**config.mk**
```make
export PLATFORM = sky130hd
export DESIGN_NAME = lb_scheduler
export DESIGN_NICKNAME = d
export VERILOG_FILES = /design/src/rtl/lb_pkg.sv /design/src/rtl/lb_argmin.sv /design/src/rtl/lb_stream_queue.sv /design/src/rtl/lb_scheduler.sv
export SDC_FILE = /design/constraint.sdc
export NUM_CORES = 2
export LEC_CHECK = 0
export BUFFER_PORTS_ARGS = -buffer_cell sky130_fd_sc_hd__buf_2
export CORE_AREA = 2 2 397 399
export DETAILED_ROUTE_END_ITERATION = 8
export DIE_AREA = 0 0 399 401
export GPL_TIMING_DRIVEN = 1
export PLACE_DENSITY_LB_ADDON = 0.3
export SETUP_SLACK_MARGIN = 0.15
export SYNTH_ARGS = -nofsm -noshare
export SYNTH_HDL_FRONTEND = slang
export SYNTH_SLANG_ARGS = --single-unit
```
**constraint.sdc**
```tcl
create_clock -name aclk -period 17.32 [get_ports aclk]
set_clock_uncertainty 0.15 [all_clocks]
set_input_delay 3.464 -clock aclk [delete_from_list [all_inputs] [get_ports aclk]]
set_output_delay 3.464 -clock aclk [all_outputs]
set_load 0.03 [all_outputs]
```
**src/rtl/lb_pkg.sv**
```systemverilog
// Shared types and defaults for the region load-balancing scheduler.
package lb_pkg;

    localparam int DEF_META_WIDTH     = 98;
    localparam int DEF_OID_WIDTH      = 16;
    localparam int DEF_N_REGIONS      = 4;
    localparam int DEF_LOAD_WIDTH     = 16;
    localparam int DEF_QDEPTH         = 16;
    localparam int DEF_LOAD_THRESHOLD = 8;

    typedef enum logic [1:0] {
        ST_IDLE,
        ST_DECIDE,
        ST_ISSUE,
        ST_PR_WAIT
    } lb_state_e;

    // Width of a region index; never narrower than one bit.
    function automatic int region_idx_w(input int n);
        return (n <= 2) ? 1 : $clog2(n);
    endfunction

endpackage

```
**src/rtl/lb_argmin.sv**
```systemverilog
// Masked minimum-load selector; equal loads resolve to the lowest index.
module lb_argmin #(
    parameter int N  = 4,
    parameter int LW = 16,
    parameter int IW = 2
) (
    input  logic [N-1:0]         mask_i,
    input  logic [N-1:0][LW-1:0] load_i,
    output logic                 valid_o,
    output logic [IW-1:0]        idx_o
);

    logic          found;
    logic [LW-1:0] best;

    always_comb begin
        found = 1'b0;
        best  = '0;
        idx_o = '0;
        // Strict less-than keeps the earliest index on ties.
        for (int i = 0; i < N; i++) begin
            if (mask_i[i] && (!found || load_i[i] < best)) begin
                found = 1'b1;
                best  = load_i[i];
                idx_o = IW'(i);
            end
        end
        valid_o = found;
    end

endmodule

```
**src/rtl/lb_stream_queue.sv**
```systemverilog
// Synchronous stream FIFO; ready is held low through reset and while full.
module lb_stream_queue #(
    parameter int W     = 98,
    parameter int DEPTH = 16
) (
    input  logic         clk_i,
    input  logic         rst_ni,
    input  logic         in_valid_i,
    output logic         in_ready_o,
    input  logic [W-1:0] in_data_i,
    output logic         out_valid_o,
    input  logic         out_ready_i,
    output logic [W-1:0] out_data_o
);

    localparam int AW = $clog2(DEPTH);

    logic [W-1:0] mem [DEPTH];
    logic [AW:0]  wr_q, rd_q;
    logic         rdy_q;
    logic         full, empty, push, pop;

    assign empty       = (wr_q == rd_q);
    assign full        = (wr_q[AW] != rd_q[AW]) && (wr_q[AW-1:0] == rd_q[AW-1:0]);
    assign in_ready_o  = rdy_q && !full;
    assign out_valid_o = !empty;
    assign out_data_o  = mem[rd_q[AW-1:0]];
    assign push        = in_valid_i && in_ready_o;
    assign pop         = out_ready_i && !empty;

    always_ff @(posedge clk_i or negedge rst_ni) begin
        if (!rst_ni) begin
            wr_q  <= '0;
            rd_q  <= '0;
            rdy_q <= 1'b0;
        end else begin
            rdy_q <= 1'b1;
            if (push) wr_q <= wr_q + 1'b1;
            if (pop)  rd_q <= rd_q + 1'b1;
        end
    end

    always_ff @(posedge clk_i) begin
        if (push) mem[wr_q[AW-1:0]] <= in_data_i;
    end

endmodule

```
**src/rtl/lb_scheduler.sv**
```systemverilog
// Routes queued requests to the least-loaded region holding their operator,
// reconfiguring an idle region when no loaded region can take the request.
module lb_scheduler import lb_pkg::*; #(
    parameter int META_WIDTH        = DEF_META_WIDTH,
    parameter int OPERATOR_ID_WIDTH = DEF_OID_WIDTH,
    parameter int N_REGIONS         = DEF_N_REGIONS,
    parameter int LOAD_WIDTH        = DEF_LOAD_WIDTH,
    parameter int QDEPTH            = DEF_QDEPTH,
    parameter int LOAD_THRESHOLD    = DEF_LOAD_THRESHOLD
) (
    input  logic                                      aclk,
    input  logic                                      aresetn,
    input  logic                                      meta_tvalid,
    output logic                                      meta_tready,
    input  logic [META_WIDTH-1:0]                     meta_tdata,
    input  logic [N_REGIONS*OPERATOR_ID_WIDTH-1:0]    region_oid,
    input  logic [N_REGIONS*LOAD_WIDTH-1:0]           region_load,
    output logic                                      route_tvalid,
    input  logic                                      route_tready,
    output logic [META_WIDTH-1:0]                     route_tdata,
    output logic [region_idx_w(N_REGIONS)-1:0]        route_region,
    output logic                                      pr_req,
    output logic [region_idx_w(N_REGIONS)-1:0]        pr_region,
    output logic [OPERATOR_ID_WIDTH-1:0]              pr_oid,
    input  logic                                      pr_done,
    output logic [31:0]                               stat_dispatched,
    output logic [31:0]                               stat_reconfigs
);

    localparam int RW = region_idx_w(N_REGIONS);
    localparam int OW = OPERATOR_ID_WIDTH;
    localparam int LW = LOAD_WIDTH;

    lb_state_e               state_q, state_d;
    logic [META_WIDTH-1:0]   hold_q, hold_d;
    logic [RW-1:0]           route_region_q, route_region_d;
    logic                    pr_req_q, pr_req_d;
    logic [RW-1:0]           pr_region_q, pr_region_d;
    logic [OW-1:0]           pr_oid_q, pr_oid_d;
    logic [31:0]             disp_q, disp_d, reconf_q, reconf_d;

    logic                    fifo_valid;
    logic [META_WIDTH-1:0]   fifo_data;
    logic [OW-1:0]           req_oid;
    logic [N_REGIONS-1:0][OW-1:0] oid_a;
    logic [N_REGIONS-1:0][LW-1:0] load_a;
    logic [N_REGIONS-1:0]    match_mask, idle_mask;
    logic                    match_v, idle_v;
    logic [RW-1:0]           match_idx, idle_idx;

    lb_stream_queue #(.W(META_WIDTH), .DEPTH(QDEPTH)) u_queue (
        .clk_i       (aclk),
        .rst_ni      (aresetn),
        .in_valid_i  (meta_tvalid),
        .in_ready_o  (meta_tready),
        .in_data_i   (meta_tdata),
        .out_valid_o (fifo_valid),
        .out_ready_i (state_q == ST_IDLE),
        .out_data_o  (fifo_data)
    );

    assign req_oid = hold_q[META_WIDTH-1 -: OW];

    always_comb begin
        for (int r = 0; r < N_REGIONS; r++) begin
            oid_a[r]      = region_oid[r*OW +: OW];
            load_a[r]     = region_load[r*LW +: LW];
            match_mask[r] = (oid_a[r] == req_oid) && (load_a[r] < LW'(LOAD_THRESHOLD));
            idle_mask[r]  = (load_a[r] == '0);
        end
    end

    lb_argmin #(.N(N_REGIONS), .LW(LW), .IW(RW)) u_match_sel (
        .mask_i  (match_mask),
        .load_i  (load_a),
        .valid_o (match_v),
        .idx_o   (match_idx)
    );

    // All idle candidates carry load 0, so this reduces to lowest-index pick.
    lb_argmin #(.N(N_REGIONS), .LW(LW), .IW(RW)) u_idle_sel (
        .mask_i  (idle_mask),
        .load_i  (load_a),
        .valid_o (idle_v),
        .idx_o   (idle_idx)
    );

    always_comb begin
        state_d        = state_q;
        hold_d         = hold_q;
        route_region_d = route_region_q;
        pr_req_d       = 1'b0;
        pr_region_d    = pr_region_q;
        pr_oid_d       = pr_oid_q;
        disp_d         = disp_q;
        reconf_d       = reconf_q;
        case (state_q)
            ST_IDLE: begin
                if (fifo_valid) begin
                    hold_d  = fifo_data;
                    state_d = ST_DECIDE;
                end
            end
            ST_DECIDE: begin
                if (match_v) begin
                    route_region_d = match_idx;
                    state_d        = ST_ISSUE;
                end else if (idle_v) begin
                    pr_req_d    = 1'b1;
                    pr_region_d = idle_idx;
                    pr_oid_d    = req_oid;
                    state_d     = ST_PR_WAIT;
                end
            end
            ST_PR_WAIT: begin
                if (pr_done) begin
                    route_region_d = pr_region_q;
                    if (reconf_q != '1) reconf_d = reconf_q + 32'd1;
                    state_d = ST_ISSUE;
                end
            end
            ST_ISSUE: begin
                if (route_tready) begin
                    if (disp_q != '1) disp_d = disp_q + 32'd1;
                    state_d = ST_IDLE;
                end
            end
            default: state_d = ST_IDLE;
        endcase
    end

    always_ff @(posedge aclk or negedge aresetn) begin
        if (!aresetn) begin
            state_q        <= ST_IDLE;
            hold_q         <= '0;
            route_region_q <= '0;
            pr_req_q       <= 1'b0;
            pr_region_q    <= '0;
            pr_oid_q       <= '0;
            disp_q         <= '0;
            reconf_q       <= '0;
        end else begin
            state_q        <= state_d;
            hold_q         <= hold_d;
            route_region_q <= route_region_d;
            pr_req_q       <= pr_req_d;
            pr_region_q    <= pr_region_d;
            pr_oid_q       <= pr_oid_d;
            disp_q         <= disp_d;
            reconf_q       <= reconf_d;
        end
    end

    assign route_tvalid    = (state_q == ST_ISSUE);
    assign route_tdata     = hold_q;
    assign route_region    = route_region_q;
    assign pr_req          = pr_req_q;
    assign pr_region       = pr_region_q;
    assign pr_oid          = pr_oid_q;
    assign stat_dispatched = disp_q;
    assign stat_reconfigs  = reconf_q;

endmodule

```
==> results.py <==
metrics = {
    "run_status": {
        "status": "finished clean",
    },
    "place": {
        "numPortBuffers": 415,
        "place.gp.congestion": 0.890,
        "post-dp-hpwl_um": 90900,
    },
    "critical_path": {
        "crit_buf_inv": 2,
        "setup.worst_path.end_class": "register",
        "slowest_delay_ps": 1100,
        "cpMaxStageDelayCell": "nor4_1",
        "crit_family": "simple AND/OR/NAND/NOR gates",
        "start_kind": "input pin",
        "critPathMaxFanout": 6,
        "required_ps": 17880,
        "crit_type": "in2reg",
        "arrival_ps": 10640,
    },
    "global_routing": {
        "grt_pass1_wl_um": 243000,
        "first_global_vias": 34900,
        "grt_start_max_net_pins": 112,
        "grt_usage_pct": 21.0,
        "antenna_found_initial": 45,
        "grt_overflow_total": 0,
    },
    "clock_tree": {
        "cts_tree": "yes",
        "cts_made_buffers": 179,
        "clk_path_buf_depth": 3,
        "path_clk_slew_ps": 60,
        "cts_setup_buffers": 0,
        "postCtsHoldBufs": 0,
        "cts_resized": 0,
        "clock_sinks": 1764,
        "clk_latency_ps": 820,
        "cts-htree-levels": 4,
        "cts_root_buf": "clkbuf_16",
    },
    "sta": {
        "setup_viol": 0,
        "maxSlewViolCount": 0,
        "worstMarginPinSlew_ps": 1300,
        "fmax_ghz": 0.0992,
        "grt_setup_unrepaired": "no",
        "min_period_over_period_pct": 58.2,
        "fin_tns_setup_ps": 0,
        "hold_ws_ps": 334,
        "finalHoldViolations": 0,
        "finalCriticalPeriod_ps": 10080,
        "slew_headroom_pct": 12.8,
    },
    "pwr": {
        "peakVddDrop_mv": 0.134,
        "power.leakage_uw": 0.0274,
        "power.density_nw_per_um2": 156,
    },
    "yosys": {
        "synthCells": 3143,
        "yosys-top-cells-area": "edfxtp_1, mux4_2, dfrtp_1, mux2_2, ha_1",
        "avgSynthCellArea_um2": 22.2,
        "netlist_area_um2": 69700,
        "ys.flop_type": "edfxtp_1",
        "ys_ff_latch": 1764,
        "synthMostInstantiatedCell": "edfxtp_1",
        "synth_edf_count": 1568,
        "ys_seq_area_share_pct": 74.6,
        "yosysTopAreaCellShare_pct": 67.6,
        "ys.warnings.count": 0,
        "synth-async-reset-ratio_pct": 11.1,
        "yosysTopAreaCell": "edfxtp_1",
        "synth_common_cells": "edfxtp_1, mux4_2, dfrtp_1",
        "synth_cell_types": 66,
    },
    "drt": {
        "drc": 0,
        "final_antenna_net_count": 0,
        "avgRoutedWirePerCell_um": 28.2,
        "drtIter0Drc": 2924,
        "viasPerCell": 5.71,
        "dr.pass1.iters": 5,
        "routed_wl_um": 168000,
        "vias": 34100,
    },
    "cells_and_area": {
        "area_growth_pct": 16.0,
        "nets": 4078,
        "layout-drive-gt1-share_pct": 35.3,
    },
    "die": {
        "std_cell_rows": 145,
        "die_x_um": 399,
        "die_h_um": 401,
        "start_util_pct": 44.8,
        "dieArea_um2": 160000,
        "coreArea_um2": 156000,
        "io_pins": 416,
    },
    "job": {
        "cap_violations": 0,
    },
    "min_path": {
        "worstHoldPathType": "reg2reg",
    },
}
==> kinds of logic after synthesis <==
kind of cell    Yosys count  synth area share, %
compound gates          112                 1.11
xor+xnor                139                 1.75
fa+ha+maj                97                 1.74
buf+inv                 157                0.989
flops                  1764                 74.6
mux                     609                 17.8
other cells               1              0.00538
simple gates            264                 2.03
==> layer usage <==
metal / routed length (µm) / global-route usage [%] / vias up
li1: - / - / 14300
met1: 70100 / 28.6 / 18200
met2: 81600 / 33.8 / 1151
met3: 11700 / 4.99 / 306
met4: 4860 / 6.33 / 44
met5: 273 / 0 / -
==> registers in the layout (all words and copies together), names as in the netlist <==
register and flops:
u_queue.mem 1568, route_tdata 98, stat_dispatched 32, stat_reconfigs 32
pr_oid 16, u_queue.rd_q 5, u_queue.wr_q 5, pr_region 2
route_region 2, state_q 2, pr_req 1, u_queue.rdy_q 1
==> path summary, 6_finish.rpt <==
path | from | to | slack, ps | depth (start not counted)
max | region_oid[13] | route_region[1]$_DFFE_PN0P_ | 7240 | 29
min | stat_reconfigs[26]$_DFFE_PN0P_ | stat_reconfigs[26]$_DFFE_PN0P_ | 330 | 1
max reg2reg | route_tdata[95]$_DFFE_PN0P_ | route_region[1]$_DFFE_PN0P_ | 9380 | 28
min reg2reg | stat_reconfigs[26]$_DFFE_PN0P_ | stat_reconfigs[26]$_DFFE_PN0P_ | 330 | 1
max in group asynchronous | aresetn | pr_oid[1]$_DFFE_PN0P_ | 12630 | 3
min in group asynchronous | aresetn | route_tdata[0]$_DFFE_PN0P_ | 2450 | 1
==> placed cells by master (no fill, tap or decap), types with 12 or more instances in the layout <==
| cell | n |
|---|---|
| edfxtp_1 | 1568 |
| a21oi_1 | 25 |
| xor2_1 | 44 |
| clkbuf_1 | 55 |
| nand2_1 | 51 |
| inv_1 | 15 |
| bufinv_16 | 18 |
| buf_2 | 414 |
| mux4_2 | 490 |
| o21ai_0 | 24 |
| xnor2_1 | 95 |
| nor2_4 | 12 |
| nand3_1 | 35 |
| clkinv_1 | 22 |
| dfrtp_1 | 192 |
| clkbuf_16 | 179 |
| and3_1 | 13 |
| nor2_1 | 34 |
| buf_4 | 65 |
| nor4_1 | 19 |
| nor3_1 | 16 |
| nand4_1 | 39 |
| clkinv_2 | 24 |
| clkbuf_8 | 15 |
| mux2_2 | 109 |
| ha_1 | 97 |
| conb_1 | 85 |
==> where the power goes <==
group          internal [µW]  switching (µW)  total (µW)
Clock                   2270            1640        3910
Sequential              4980             303        5280
Combinational           1640            1770        3410
==> layout make-up <==
cell class | count | area (µm²)
clock buffer | 249 | 4890
inverter | 15 | 56.3
clock inverter | 89 | 1180
tap | 2058 | 2570
antenna | 4 | 10.0
sequential | 1764 | 52000
timing repair buffer | 484 | 2660
fill | 12200 | 74900
multi-input combinational | 1306 | 17400
==> through the flow <==
step / util, % / setup slack [ps] / instance area [µm²] / instances / total power (µW)
after floorplan: - / 6000 / 70000 / 3227 / 7780
after global placement: 48.0 / 7180 / 74700 / 5627 / 8820
after detailed placement: 48.0 / 7180 / 74700 / 5627 / 8850
after CTS: 51.9 / 8030 / 80800 / 5965 / 12800
after global routing: 51.9 / 6870 / 80800 / 5967 / 13100
final: 51.9 / 7240 / 80800 / 5969 / 12600
No activity file was read; power rests on OpenSTA's default activity.
